File: config.mk
export PLATFORM = sky130hd
export DESIGN_NAME = rtmc_spi_host
export DESIGN_NICKNAME = d
export VERILOG_FILES = /design/src/rtl/rtmc_spi_host.sv
export SDC_FILE = /design/constraint.sdc
export NUM_CORES = 1
export LEC_CHECK = 0
export ABC_AREA = 1
export CAP_MARGIN = 40
export CORE_MARGIN = 4
export CORE_UTILIZATION = 45
export CTS_BUF_LIST = sky130_fd_sc_hd__clkbuf_4 sky130_fd_sc_hd__clkbuf_8
export DETAILED_ROUTE_END_ITERATION = 8
export PLACE_DENSITY = 0.8
export REMOVE_ABC_BUFFERS = 1
export SETUP_SLACK_MARGIN = 0.2
export SLEW_MARGIN = 25
export SYNTH_ARGS = -nofsm -noshare
export SYNTH_HDL_FRONTEND = slang
export SYNTH_SLANG_ARGS = --single-unit
File: constraint.sdc
create_clock -name clk -period 3.98 [get_ports clk]
set_input_delay 0.398 -clock clk [delete_from_list [all_inputs] [get_ports clk]]
set_output_delay 0.398 -clock clk [all_outputs]
set_load 0.1 [all_outputs]
File: src/rtl/rtmc_spi_host.sv
// rtmc_spi_host
//   SPI (mode 0) register-access host. It accepts one read or write request
//   at a time and serialises it as a single chip-select frame:
//   {R/W, address, data}, MSB first. R/W is 1 for a write. The data field is
//   req_wdat for writes and zero for reads. The last DATA_W bits sampled from
//   sdi are returned on rsp_rdat with a one-cycle rsp_valid pulse.
//
//   Optional build macro: RTMC_SPI_HOST_TURNAROUND_EN
//     When defined, read frames carry one extra dummy sck pulse between the
//     address and data phases. sdo is 0 during that pulse and sdi is not
//     sampled on it. Write frames are unchanged.
//
// Parameters
//   ADDR_W  : register address width
//   DATA_W  : register data width (>= 2)
//   CLK_DIV : clk cycles per sck half-period (1..255)
//
// Ports
//   clk, rst_n             : system clock (rising edge), async active-low reset
//   req_valid / req_ready  : request handshake; ready only while idle
//   req_wr, req_addr,
//   req_wdat               : request fields, latched on acceptance
//   rsp_valid, rsp_rdat    : completion pulse and sampled data (rdat is held)
//   sck, cs_n, sdo, sdi    : SPI bus
module rtmc_spi_host #(
  parameter int ADDR_W  = 8,
  parameter int DATA_W  = 16,
  parameter int CLK_DIV = 2
) (
  input  logic              clk,
  input  logic              rst_n,
  input  logic              req_valid,
  output logic              req_ready,
  input  logic              req_wr,
  input  logic [ADDR_W-1:0] req_addr,
  input  logic [DATA_W-1:0] req_wdat,
  output logic              rsp_valid,
  output logic [DATA_W-1:0] rsp_rdat,
  output logic              sck,
  output logic              cs_n,
  output logic              sdo,
  input  logic              sdi
);

  localparam int N = 1 + ADDR_W + DATA_W;
`ifdef RTMC_SPI_HOST_TURNAROUND_EN
  localparam int TA = 1;
`else
  localparam int TA = 0;
`endif
  localparam int NMAX  = N + TA;
  // Sized for NMAX+1 so the pulse index can never wrap inside a frame.
  localparam int CNT_W = $clog2(NMAX + 2);
  localparam int DIV_W = (CLK_DIV > 1) ? $clog2(CLK_DIV) : 1;

  typedef enum logic [2:0] {
    IDLE  = 3'd0,
    SETUP = 3'd1,
    SHIFT = 3'd2,
    HOLD  = 3'd3,
    GAP   = 3'd4
  } state_t;

  // Frame image, left-aligned in an NMAX-bit register. With the turnaround
  // enabled, a read's dummy bit and zero data field are both zero, so one
  // trailing pad bit gives the correct image for both frame kinds.
  function automatic logic [NMAX-1:0] build_frame(input logic              wr,
                                                  input logic [ADDR_W-1:0] addr,
                                                  input logic [DATA_W-1:0] wdat);
    logic [NMAX-1:0] f;
`ifdef RTMC_SPI_HOST_TURNAROUND_EN
    f = {wr, addr, (wr ? wdat : {DATA_W{1'b0}}), 1'b0};
`else
    f = {wr, addr, (wr ? wdat : {DATA_W{1'b0}})};
`endif
    return f;
  endfunction

  state_t              state_q, state_d;
  logic [DIV_W-1:0]    div_q, div_d;
  logic [CNT_W-1:0]    bit_q, bit_d;
  logic                sck_q, sck_d;
  logic                cs_n_q, cs_n_d;
  logic                sdo_q, sdo_d;
  logic                rdy_q, rdy_d;
  logic                rsp_valid_q, rsp_valid_d;
  logic [DATA_W-1:0]   rsp_rdat_q, rsp_rdat_d;
  logic [NMAX-1:0]     tx_q, tx_d;
  logic [DATA_W-1:0]   rx_q, rx_d;
  logic                rd_q, rd_d;

  logic                half_end;
  logic [CNT_W-1:0]    last_pulse;
  logic                skip;

  assign half_end   = (div_q == DIV_W'(CLK_DIV - 1));
  assign last_pulse = (rd_q && (TA == 1)) ? CNT_W'(NMAX - 1) : CNT_W'(N - 1);

  // skip is evaluated on the low half that precedes pulse bit_q+1; it marks
  // the dummy pulse that immediately follows the last address bit.
`ifdef RTMC_SPI_HOST_TURNAROUND_EN
  assign skip = rd_q && (bit_q == CNT_W'(ADDR_W));
`else
  assign skip = 1'b0;
`endif

  always_comb begin
    state_d     = state_q;
    div_d       = div_q;
    bit_d       = bit_q;
    sck_d       = sck_q;
    cs_n_d      = cs_n_q;
    sdo_d       = sdo_q;
    rdy_d       = rdy_q;
    rsp_valid_d = 1'b0;
    rsp_rdat_d  = rsp_rdat_q;
    tx_d        = tx_q;
    rx_d        = rx_q;
    rd_d        = rd_q;

    if (state_q != IDLE) begin
      div_d = half_end ? '0 : div_q + DIV_W'(1);
    end

    unique case (state_q)
      IDLE: begin
        div_d = '0;
        rdy_d = 1'b1;
        if (req_valid && rdy_q) begin
          state_d = SETUP;
          rdy_d   = 1'b0;
          cs_n_d  = 1'b0;
          sck_d   = 1'b0;
          bit_d   = '0;
          rd_d    = ~req_wr;
          tx_d    = build_frame(req_wr, req_addr, req_wdat);
          sdo_d   = tx_d[NMAX-1];
        end
      end
      SETUP: begin
        if (half_end) begin
          state_d = SHIFT;
          sck_d   = 1'b1;
          rx_d    = {rx_q[DATA_W-2:0], sdi};
        end
      end
      SHIFT: begin
        if (half_end) begin
          if (sck_q) begin
            // Falling edge: advance sdo unless this was the final pulse.
            sck_d = 1'b0;
            if (bit_q != last_pulse) begin
              tx_d  = {tx_q[NMAX-2:0], 1'b0};
              sdo_d = tx_q[NMAX-2];
            end
          end else if (bit_q == last_pulse) begin
            state_d = HOLD;
          end else begin
            // Rising edge: the device has held sdi stable since the last fall.
            bit_d = bit_q + CNT_W'(1);
            sck_d = 1'b1;
            if (!skip) begin
              rx_d = {rx_q[DATA_W-2:0], sdi};
            end
          end
        end
      end
      HOLD: begin
        if (half_end) begin
          state_d     = GAP;
          cs_n_d      = 1'b1;
          sdo_d       = 1'b0;
          rsp_valid_d = 1'b1;
          rsp_rdat_d  = rx_q;
        end
      end
      GAP: begin
        if (half_end) begin
          state_d = IDLE;
          rdy_d   = 1'b1;
        end
      end
      default: begin
        state_d = IDLE;
      end
    endcase
  end

  always_ff @(posedge clk or negedge rst_n) begin
    if (!rst_n) begin
      state_q     <= IDLE;
      div_q       <= '0;
      bit_q       <= '0;
      sck_q       <= 1'b0;
      cs_n_q      <= 1'b1;
      sdo_q       <= 1'b0;
      rdy_q       <= 1'b0;
      rsp_valid_q <= 1'b0;
      rsp_rdat_q  <= '0;
    end else begin
      state_q     <= state_d;
      div_q       <= div_d;
      bit_q       <= bit_d;
      sck_q       <= sck_d;
      cs_n_q      <= cs_n_d;
      sdo_q       <= sdo_d;
      rdy_q       <= rdy_d;
      rsp_valid_q <= rsp_valid_d;
      rsp_rdat_q  <= rsp_rdat_d;
    end
  end

  // Frame and capture shifters are fully rewritten before use in every frame.
  always_ff @(posedge clk) begin
    tx_q <= tx_d;
    rx_q <= rx_d;
    rd_q <= rd_d;
  end

  assign req_ready = rdy_q;
  assign rsp_valid = rsp_valid_q;
  assign rsp_rdat  = rsp_rdat_q;
  assign sck       = sck_q;
  assign cs_n      = cs_n_q;
  assign sdo       = sdo_q;

endmodule

==> metrics.md, run 1 <==
| Metric | Value |
|---|---|
| Status | finished clean |
| P&R area growth vs syn | 39.4% |
| Worst slew margin | 0.596 |
| Number of synthesized flops with an enable pin | 40 |
| First-pass GRT wire length | 9980 µm |
| Syn avg cell area | 9.79 µm² |
| WL/cell | 13.3 µm |
| Power per cell area | 977 nW/µm² |
| Critical path class | reg -> out |
| Boundary Pins | 50 |
| Initial antenna violation count | 0 |
| Worst path required time | 3580 ps |
| Post-synthesis cell type count | 26 |
| Worst-skew pair later-pin latency | 340 ps |
| RSZ-0062 raised after global routing | no |
| Top cells by count, synth | 149 x nand2_1, 40 x edfxtp_1, 29 x dfrtp_1 |
| Synth Instances | 304 |
| End of the critical path | cs_n |
| Grt ovf | 0 |
| Post-synth top area share | 0.404 |
| Port bufs | 49 |
| Total Neg Setup Slack | 0 ps |
| VDD IR-drop max | 0.658 mV |
| Worst setup SP type | flop |
| Number of max-cap violations | 0 |
| Hold/Removal Path Class | in -> async |
| Largest net degree at the start of global routing | 44 |
| Tcrit/Tclk final | 0.499 |
| Post_cts resized | 0 |
| Final Skew | 11.3 ps |
| Multi-input gate area | 913 µm² |
| Ys async rst share | 0.429 |
| CTS root buffer | clkbuf_8 |
| Vias | 2226 |
| H-tree depth | 3 |
| Arrival @ worst endpoint | 1590 ps |
| CTS tree | built |
| Post-CTS Repair Setup Buffers | 0 |
| Register area | 1950 µm² |
| Worst Path Max Fanout | 2 |
| Post-DP HPWL | 4030 µm |
| DRC Markers | 0 |
| Placer Congestion | 0.895 |
| Fmax | 503 MHz |
| Hold_buf cts | 0 |
| R2r setup slk | 2040 ps |
| FP Rows | 29 |
| Most frequent cell after synthesis | nand2_1 |
| Seq cells post-synth | 70 |
| Finish-stage setup viols | 0 |
| # diodes | 0 |
| Layout cells sized above 1 | 0.143 |
| Clk sinks | 70 |
| Post-route minimum period | 1990 ps |
| Filler cells | 484 |
| Synth warn | 0 |
| Router iterations before antenna repair | 4 |
| Fin. max-slew vios | 0 |
| Starting Density | 0.466 |
| Most used flip-flop cell after synthesis | edfxtp_1 |
| FF-to-FF path depth | 7 |
| Die width | 89.3 µm |
| Share of the yosys chip area belonging to registers | 0.656 |
| CTS buffer count | 9 |
| Top cells by area, synth | edfxtp_1 40%, dfrtp_1 24%, nand2_1 19% |
| Vias in the first global route | 2158 |
| Hold Fails Final Rpt | 0 |
| Total core area | 6390 µm² |
| FF-to-FF Start | state_q[2] |
| Layout Nets | 410 |
| Worst Setup End Kind | output pin |
| Worst reg2reg endpoint | rx_q[10] |
| Netlist Area Pre-Place | 2980 µm² |
| Overall Power | 0.00405 W |
| Clock buffer depth | 2 |
| Slew @ Worst Pin | 606 ps |
| GRT Overall Usage | 0.166 |
| Lkg Pwr | 1.86 nW |
| Die footprint | 7980 µm² |
| Critical path origin | cs_n |
| Iteration-0 DRC Markers | 119 |
| CTS clk-pin slew, worst paths | 80 ps |
| Die Ht | 89.3 µm |
| Routed Wire Length | 6150 µm |
| Vias per inst | 4.83 |
| DRT antenna net count | 0 |
| Largest area contributor in the netlist | edfxtp_1 |
[metrics by stage]
stage	worst slack, ps	utilization	hold WS [ps]	std cells	cell area, µm²
after floorplan	1160	-	102	295	2920
after global placement	1610	0.553	431	423	3530
after detailed placement	1490	0.606	432	444	3870
after CTS	1480	0.645	453	460	4120
after global routing	1900	0.649	467	461	4150
final	1990	0.649	446	461	4150
[critical path, stage by stage, from the launching register on]
cell and delay (ps):
dfstp_2 540, clkdlybuf4s50_1 510, buf_8 200
[registers in the layout, indices dropped and copies added, names as in the netlist]
register	flops
sck	1
req_ready	1
tx_q	24
rx_q	16
rsp_valid	1
cs_n	1
div_q	1
rsp_rdat	16
bit_q	5
state_q	3
sdo	1
[how the worst min path moves through the flow]
stage                   end  slack [ps]  depth (start not counted)
2_1_floorplan      bit_q[0]         100                          0
3_3_place_gp   rsp_rdat[15]         430                          2
3_5_place_dp   rsp_rdat[15]         430                          2
4_1_cts        rsp_rdat[15]         450                          2
5_1_grt         rsp_rdat[5]         470                          2
6_report           bit_q[2]         450                          2
[final cells by class]
cell class | instances | share of cell area
clock inverter | 7 | 0.0308
sequential | 70 | 0.471
timing repair buffer | 73 | 0.211
inverter | 16 | 0.0145
multi-input combinational | 209 | 0.220
tap | 77 | 0.0232
clock buffer | 9 | 0.0299
[power breakdown]
part           internal, W  switching (W)  leakage (nW)
registers          0.00118       0.000155         0.762
logic             0.000662        0.00134         0.973
clock network     0.000427       0.000289         0.127
total              0.00227        0.00178          1.86
[per-layer routing]
| metal | vias to the layer above | GRT usage | part of all wire |
|---|---|---|---|
| met5 | - | 0 | 0 |
| met4 | 0 | 0.0798 | 0.015 |
| met3 | 10 | 0.0396 | 0.075 |
| met2 | 69 | 0.240 | 0.44 |
| met1 | 1026 | 0.235 | 0.47 |
| li1 | 1121 | - | - |
[kinds of logic after synthesis]
group / share of synthesized area
buffers and inverters: 0.0374
XOR/XNOR: 0.00883
flip-flops: 0.656
AO/OA/AOI/OAI: 0.0362
AND/OR/NAND/NOR: 0.253
adder cells (fa/ha/maj): 0.00841
[placed cells by master, fill, tap and decap left out]
cell type        synthesis  layout
inv_1                   11      11
dfrtp_1                 29      29
clkbuf_8                 0       9
o21ai_1                  3       3
inv_2                    5       5
clkdlybuf4s50_1          0      49
nor2_2                   2       3
nor2_8                   1       1
buf_16                   0       3
a21oi_1                  2       2
nand4_1                  1       1
buf_4                    2       2
nand2_2                  2       2
nand2_1                149     149
o211ai_1                 1       1
nand3_2                  1       1
bufinv_16                0       3
nor2_4                   2       2
xnor2_1                  1       1
dfstp_2                  1       1
buf_8                    0      19
edfxtp_1                40      40
nand3_1                 10      10
inv_8                    0       1
and3_1                   1       1
nor2_1                  14      13
o21ai_0                 15      15
inv_6                    0       3
xor2_1                   2       2
ha_1                     2       2
No activity file was read; power rests on OpenSTA's default activity.
==> inputs of run 2 (changes only) <==
--- a/config.mk
+++ b/config.mk
@@ -11,7 +11,7 @@
 export CORE_UTILIZATION = 45
 export CTS_BUF_LIST = sky130_fd_sc_hd__clkbuf_4 sky130_fd_sc_hd__clkbuf_8
 export DETAILED_ROUTE_END_ITERATION = 8
-export PLACE_DENSITY = 0.8
+export PLACE_DENSITY = 0.83
 export REMOVE_ABC_BUFFERS = 1
 export SETUP_SLACK_MARGIN = 0.2
 export SLEW_MARGIN = 25
==> constraint.sdc (replaced) <==
create_clock -name clk -period 1.8 [get_ports clk]
set_input_delay 0.18 -clock clk [delete_from_list [all_inputs] [get_ports clk]]
set_output_delay 0.18 -clock clk [all_outputs]
set_load 0.1 [all_outputs]
==> metrics.md, run 2 (synthesis gave the netlist of run 1 again) <==
| Metric | Value |
|---|---|
| Multi-input gate area | 946 µm² (was 913 µm²) |
| Total Neg Setup Slack | 0 ps (unchanged) |
| Hold Fails Final Rpt | 0 (unchanged) |
| Clk sinks | 70 (unchanged) |
| Routed Wire Length | 6300 µm (was 6150 µm) |
| Arrival @ worst endpoint | 1700 ps (was 1590 ps) |
| Grt ovf | 0 (unchanged) |
| Largest net degree at the start of global routing | 34 (was 44) |
| Router iterations before antenna repair | 4 (unchanged) |
| Die footprint | 7980 µm² (unchanged) |
| Worst slew margin | 0.739 (was 0.596) |
| Post-DP HPWL | 4040 µm (was 4030 µm) |
| Worst setup SP type | flop (unchanged) |
| Number of max-cap violations | 0 (unchanged) |
| Most frequent cells in the layout | 145 x nand2_1, 40 x edfxtp_1, 31 x buf_4 (was 149 x nand2_1, 49 x clkdlybuf4s50_1, 40 x edfxtp_1) |
| FP Rows | 29 (unchanged) |
| # diodes | 0 (unchanged) |
| WL/cell | 13.9 µm (was 13.3 µm) |
| Hold_buf cts | 0 (unchanged) |
| Worst Path Max Fanout | 7 (was 2) |
| DRC Markers | 0 (unchanged) |
| Critical path class | reg -> reg (was reg -> out) |
| P&R area growth vs syn | 30.6% (was 39.4%) |
| First-pass GRT wire length | 10000 µm (was 9980 µm) |
| Starting Density | 0.466 (unchanged) |
| Register area | 1960 µm² (was 1950 µm²) |
| RSZ-0062 raised after global routing | yes (was no) |
| CTS tree | built (unchanged) |
| CTS buffer count | 9 (unchanged) |
| Tcrit/Tclk final | 0.908 |
| FF-to-FF Start | state_q[0] (was state_q[2]) |
| Boundary Pins | 50 (unchanged) |
| Post-route minimum period | 1640 ps |
| Worst path bufs/invs | 1 (was 2) |
| CP max stage cell | dfrtp_2 (was dfstp_2) |
| CTS root buffer | clkbuf_8 (unchanged) |
| Fin. max-slew vios | 0 (unchanged) |
| H-tree depth | 3 (unchanged) |
| Layout cells sized above 1 | 0.205 (was 0.143) |
| Hold/Removal Path Class | in -> async (unchanged) |
| GRT Overall Usage | 0.169 (was 0.166) |
| Worst path required time | 1860 ps (was 3580 ps) |
| Worst Setup End Kind | flop (was output pin) |
| Clock buffer depth | 2 (unchanged) |
| Finish-stage setup viols | 0 (unchanged) |
| Filler cells | 520 (was 484) |
| Vias in the first global route | 2139 (was 2158) |
| Worst-path cell chain | nor2_4 -> nand2_1 -> nand2_2 -> nand2_4 -> nor2_4 -> clkbuf_16 (was clkdlybuf4s50_1 -> buf_8) |
| Cell mode on critical path | nor2_4 |
| Port bufs | 49 (unchanged) |
| Worst-skew pair later-pin latency | 340 ps (about the same) |
| Iteration-0 DRC Markers | 101 (was 119) |
| Fmax | 612 MHz |
| DRT antenna net count | 0 (unchanged) |
| Total core area | 6390 µm² (unchanged) |
| Die Ht | 89.3 µm (unchanged) |
| Reg with most FFs | tx_q (unchanged) |
| CTS clk-pin slew, worst paths | 80 ps (about the same) |
| Placer Congestion | 0.838 (was 0.895) |
| Critical path origin | state_q[0] (was cs_n) |
| Commonest non-fill, non-tap cell in the layout | nand2_1 (unchanged) |
| Max FFs per register | 24 (unchanged) |
| Status | finished clean (unchanged) |
| Final Skew | 11.1 ps (was 11.3 ps) |
| Layout Nets | 402 (was 410) |
| Die width | 89.3 µm (unchanged) |
| Vias | 2219 (was 2226) |
| Top delay family on crit path | simple AND/OR/NAND/NOR gates (was buffers and inverters) |
| CP max stage delay | 490 ps (was 540 ps) |
| Initial antenna violation count | 0 (unchanged) |
| Slew @ Worst Pin | 391 ps (was 606 ps) |
| Vias per inst | 4.90 (was 4.83) |
-- run 2: layer usage --
metal	up-vias	share of wire	GRT usage
met3	6	0.071	0.0544
met2	85	0.46	0.261
met5	-	0	0
li1	1107	-	-
met4	0	0.0092	0.0650
met1	1021	0.46	0.224
-- run 2: path summary, 6_finish.rpt --
path / to / slack, ps / cells after the start
max in group asynchronous: cs_n / 1270 / 2
min in group clk: rx_q[0] / 390 / 1
worst max-delay path: tx_q[3] / 160 / 6
worst max register to register: tx_q[3] / 160 / 6
worst min register to register: rx_q[12] / 460 / 0
worst min-delay path: state_q[0] / 220 / 2
-- run 2: what timing repair did --
action | CTS | global route
setup endpoints to repair | 55 | 57
buffers inserted | 4 | 2
resized for setup | 8 | 9
pin swaps | 1 | 0
gates cloned | 1 | 1
-- run 2: stage by stage --
step	utilization	cells	cell area, µm²	setup WS [ps]	hold WS [ps]
after floorplan	-	295	2920	-1020	-116
after global placement	0.557	429	3560	169	430
after detailed placement	0.557	429	3560	124	438
after CTS	0.602	450	3840	179	223
after global routing	0.609	453	3890	79.7	258
final	0.609	453	3890	165	216
-- run 2: area by class of cell --
class / instances / area share
Sequential cell: 70 / 0.503
Multi-Input combinational cell: 209 / 0.243
Timing Repair Buffer: 65 / 0.161
Clock buffer: 11 / 0.0373
Tap cell: 77 / 0.0248
Inverter: 16 / 0.0155
Clock inverter: 5 / 0.0151
-- run 2: worst reg2reg max path, stage by stage, from the launching register on --
cell and delay (ps):
dfrtp_2 490, nor2_4 160, nand2_1 130, nand2_2 140
nand2_4 70, nor2_4 170, clkbuf_16 190
Power of run 2 is left out: the tool's default activity adds up to more than one toggle a clock period on the data nets, which glitch-free logic cannot reach.
==> RTL edit 1: new RTL, flow settings as in run 1 <==
Build with the macro `RTMC_SPI_HOST_TURNAROUND_EN` defined.
--- a/src/rtl/rtmc_spi_host.sv
+++ b/src/rtl/rtmc_spi_host.sv
@@ -24,2 +24,4 @@
 //   sck, cs_n, sdo, sdi    : SPI bus
+`define RTMC_SPI_HOST_TURNAROUND_EN
+
 module rtmc_spi_host #(
Function: no difference found for any inputs over 10 cycles, from zero or initial values and one cycle with rst_n low; that may be too few to reach the edited logic, so the function may still have changed.
==> RTL edit 1 against run 1 <==
Cell area increased by 0.30%. Synthesized area is 1.5% higher. Via count grew 6.6%. Sequential share of layout area up 0.58 points. Setup slack worse by 0.17 ns. Sequential cell count up 1. Wire length rose by 5.4%. Non-clock buffer count did not move. Maximum frequency is 8.0% lower. Largest cell class unchanged. Highest routed layer unchanged.
Power is not compared: it rests on default switching activity, and its combinational part moved more than twofold at a synthesized area within 25%.
==> RTL edit 1: results (changes against run 1) <==
run status=finished clean; vias in the first global route=2389 (+11%); WP data arrival=2.38 ns (+0.79 ns); Async SR Flop Fraction=0.423 (-0.00604); Post-DP HPWL=4.39 mm (+8.8%); grt met3 use=0.0426 (+0.00294); Iteration-0 DRC Markers=135 (+13%); hold slack=0.457 ns (+0.0106 ns); layout cells sized above 1=0.133 (-0.0101); critical path class=flip-flop to flip-flop; met3 WL=465 µm (+0.43%); Synth area leaders=edfxtp_1, dfrtp_1, nand2_1, nand3_1, nor2_1; clock root buffer master=clkbuf_8; Final Skew=0.00844 ns (-0.00289 ns); crit-path leading delay family=simple AND/OR/NAND/NOR gates; crit path launch=state_q[0]$_DFFE_PN0P_; Inserted Clock Buffers=9 (unchanged); sequential fraction of the synthesis area=0.657 (about the same); worst reg2reg path endpoint=bit_q[3]$_DFFE_PN0P_; met1 wire length=2.93 mm (+2.3%); metal2 WL=2.96 mm (+8.8%); first-pass GRT wire length=11.4 mm (+14%); all-layer global routing usage=0.174 (+0.00835); grt met2 use=0.269 (+0.0290); CP max FO=34 (+32); r2r setup slk=1.82 ns (-0.22 ns); GPL Wtd Cong=0.862 (-3.7%); pin count of the biggest net entering global routing=35 (-20%); Nets=424 (+3.4%); R2R depth=8 (+1); Crit-path slowest cell=inv_2; post-DR wirelength/cell=13.6 µm (+2.3%); Post-Synth XOR/XNOR Area=0 (-0.00883); Slew @ Worst Pin=0.635 ns (+0.0297 ns); met1 GRT Util=0.238 (+0.00289); largest stage delay on the critical path=0.48 ns (-0.06 ns); Leak=1.97 nW; area share of fa/ha/maj cells after synthesis=0.00829 (-0.000125); Vias per Instance=5.00 (+3.5%); post-synthesis compound-gate area fraction=0.0182 (-0.0179); commonest cells in the netlist=nand2_1, edfxtp_1, dfrtp_1, nand3_1, nor2_1; Distinct cells, synth=19 (-27%); EDFF count, synth=41 (+2.5%)
## RTL edit 1: stage by stage
| step | setup WS (ns) | instances | area (µm²) |
|---|---|---|---|
| 6_report | 1.82 | 475 | 4160 |
| 5_1_grt | 1.58 | 475 | 4160 |
| 4_1_cts | 1.81 | 475 | 4160 |
| 3_5_place_dp | 1.83 | 459 | 3910 |
| 3_3_place_gp | 1.90 | 438 | 3590 |
| 2_1_floorplan | 0.514 | 309 | 2980 |
## RTL edit 1: worst register-to-register path, cell delays in order, from the launching register on
cell and delay (ns):
dfrtp_1 0.42, nor2_2 0.24, nand2_2 0.39, inv_2 0.48, nand2_2 0.14, nand2_2 0.14, nand2_2 0.10, nand2_1 0.08
nand2_1 0.05
## RTL edit 1: cell type report
class,count,area [µm²]
clock buffer,11,151
tap,77,96.3
timing repair buffer,73,828
fill,477,2260
multi-input combinational,218,922
clock inverter,5,104
sequential,71,1980
inverter,20,75.1
==> RTL edit 2: new RTL, settings of run 1 <==
Without the edit above. Take the reset off `rsp_rdat_q` and load it in a clocked block of its own.
--- a/src/rtl/rtmc_spi_host.sv
+++ b/src/rtl/rtmc_spi_host.sv
@@ -198,3 +198,2 @@
       rsp_valid_q <= 1'b0;
-      rsp_rdat_q  <= '0;
     end else begin
@@ -208,4 +207,7 @@
       rsp_valid_q <= rsp_valid_d;
-      rsp_rdat_q  <= rsp_rdat_d;
     end
+  end
+
+  always_ff @(posedge clk) begin
+    rsp_rdat_q <= rsp_rdat_d;
   end
Function: same outputs for any inputs over 10 cycles, from zero or initial values and one cycle with rst_n low; that may be too few to reach the edited logic, so the function may still have changed.
==> RTL edit 2 against run 1 <==
Sequential cell count unchanged. Cell area down 4.2%. Setup slack worse by 0.60 ns. Worst hold slack got worse by 0.020 ns. Synthesized area decreased by 2.5%. Largest cell class unchanged. Critical path type is now flip-flop to flip-flop. Largest power group is now sequential cells. Total power is 25% lower. Wire length is 8.1% lower. Synthesized cell count is 15% lower. Core utilization up 0.22 points.
==> RTL edit 2: results (changes against run 1) <==
VDD IR max=0.559 mV (-15%); all-layer global routing usage=0.163 (-0.00232); GPL Wtd Cong=0.924 (+3.2%); pin count of the biggest net entering global routing=46 (+4.5%); final WL=5.65 mm (-8.1%); area share of fa/ha/maj cells after synthesis=0.00862 (+0.000214); commonest cells in the netlist=nand2_1, edfxtp_1, o21ai_0, inv_1, dfrtp_1; post-synthesis compound-gate area fraction=0.0423 (+0.00609); run status=finished clean; cells after synthesis=257 (-15%); Synth area leaders=edfxtp_1, nand2_1, dfrtp_1, o21ai_0, nand3_1; CP max FO=45 (+43); CP Capture Point=tx_q[4]$_DFFE_PP_; first-pass GRT wire length=9.40 mm (-5.8%); Crit-path slowest cell=and3_1; Post-Synth XOR/XNOR Area=0 (-0.00883); crit path launch=state_q[2]$_DFFE_PN0P_; crit-path leading delay family=simple AND/OR/NAND/NOR gates; Reg power frac=0.423 (+0.093); WP data arrival=2.64 ns (+1.05 ns); r2r setup slk=1.40 ns (-0.64 ns); Iteration-0 DRC Markers=122 (+2.5%); dpl cells=396 (-11%); Nets=363 (-11%); sequential fraction of the synthesis area=0.701 (+0.0443); vias in the first global route=2037 (-5.6%); Filler Cells Inserted=477 (-1.4%); Area after DPL=3780 µm² (-2.2%); Pint=1.79 mW (-21%); Post-DP HPWL=3.91 mm (-3.1%); Final Skew=0.0119 ns (+0.000621 ns); layout cells sized above 1=0.163 (+0.0200)
==> RTL edit 2: per-stage QoR <==
| stage | utilization | hold WS, ns | setup WS, ns |
|---|---|---|---|
| global route | 0.652 | 0.456 | 1.15 |
| finish | 0.652 | 0.426 | 1.40 |
| CTS | 0.652 | 0.434 | 1.38 |
| global placement | 0.565 | 0.402 | 1.36 |
| floorplan | - | 0.102 | 1.71 |
| detailed placement | 0.621 | 0.429 | 1.42 |
==> RTL edit 2: final cells by class <==
class,count,share of cell area
Sequential cell,70,0.512
Timing Repair Buffer,72,0.211
Multi-Input combinational cell,162,0.191
Clock buffer,9,0.0312
Tap cell,75,0.0236
Clock inverter,7,0.0161
Inverter,17,0.0161
==> RTL edit 2: layer usage <==
metal,vias to the layer above,GRT usage,routed length [µm]
met5,-,0,0
met4,0,0.0989,164
met3,11,0.0372,279
met2,51,0.253,2770
met1,929,0.210,2440
li1,1009,-,-
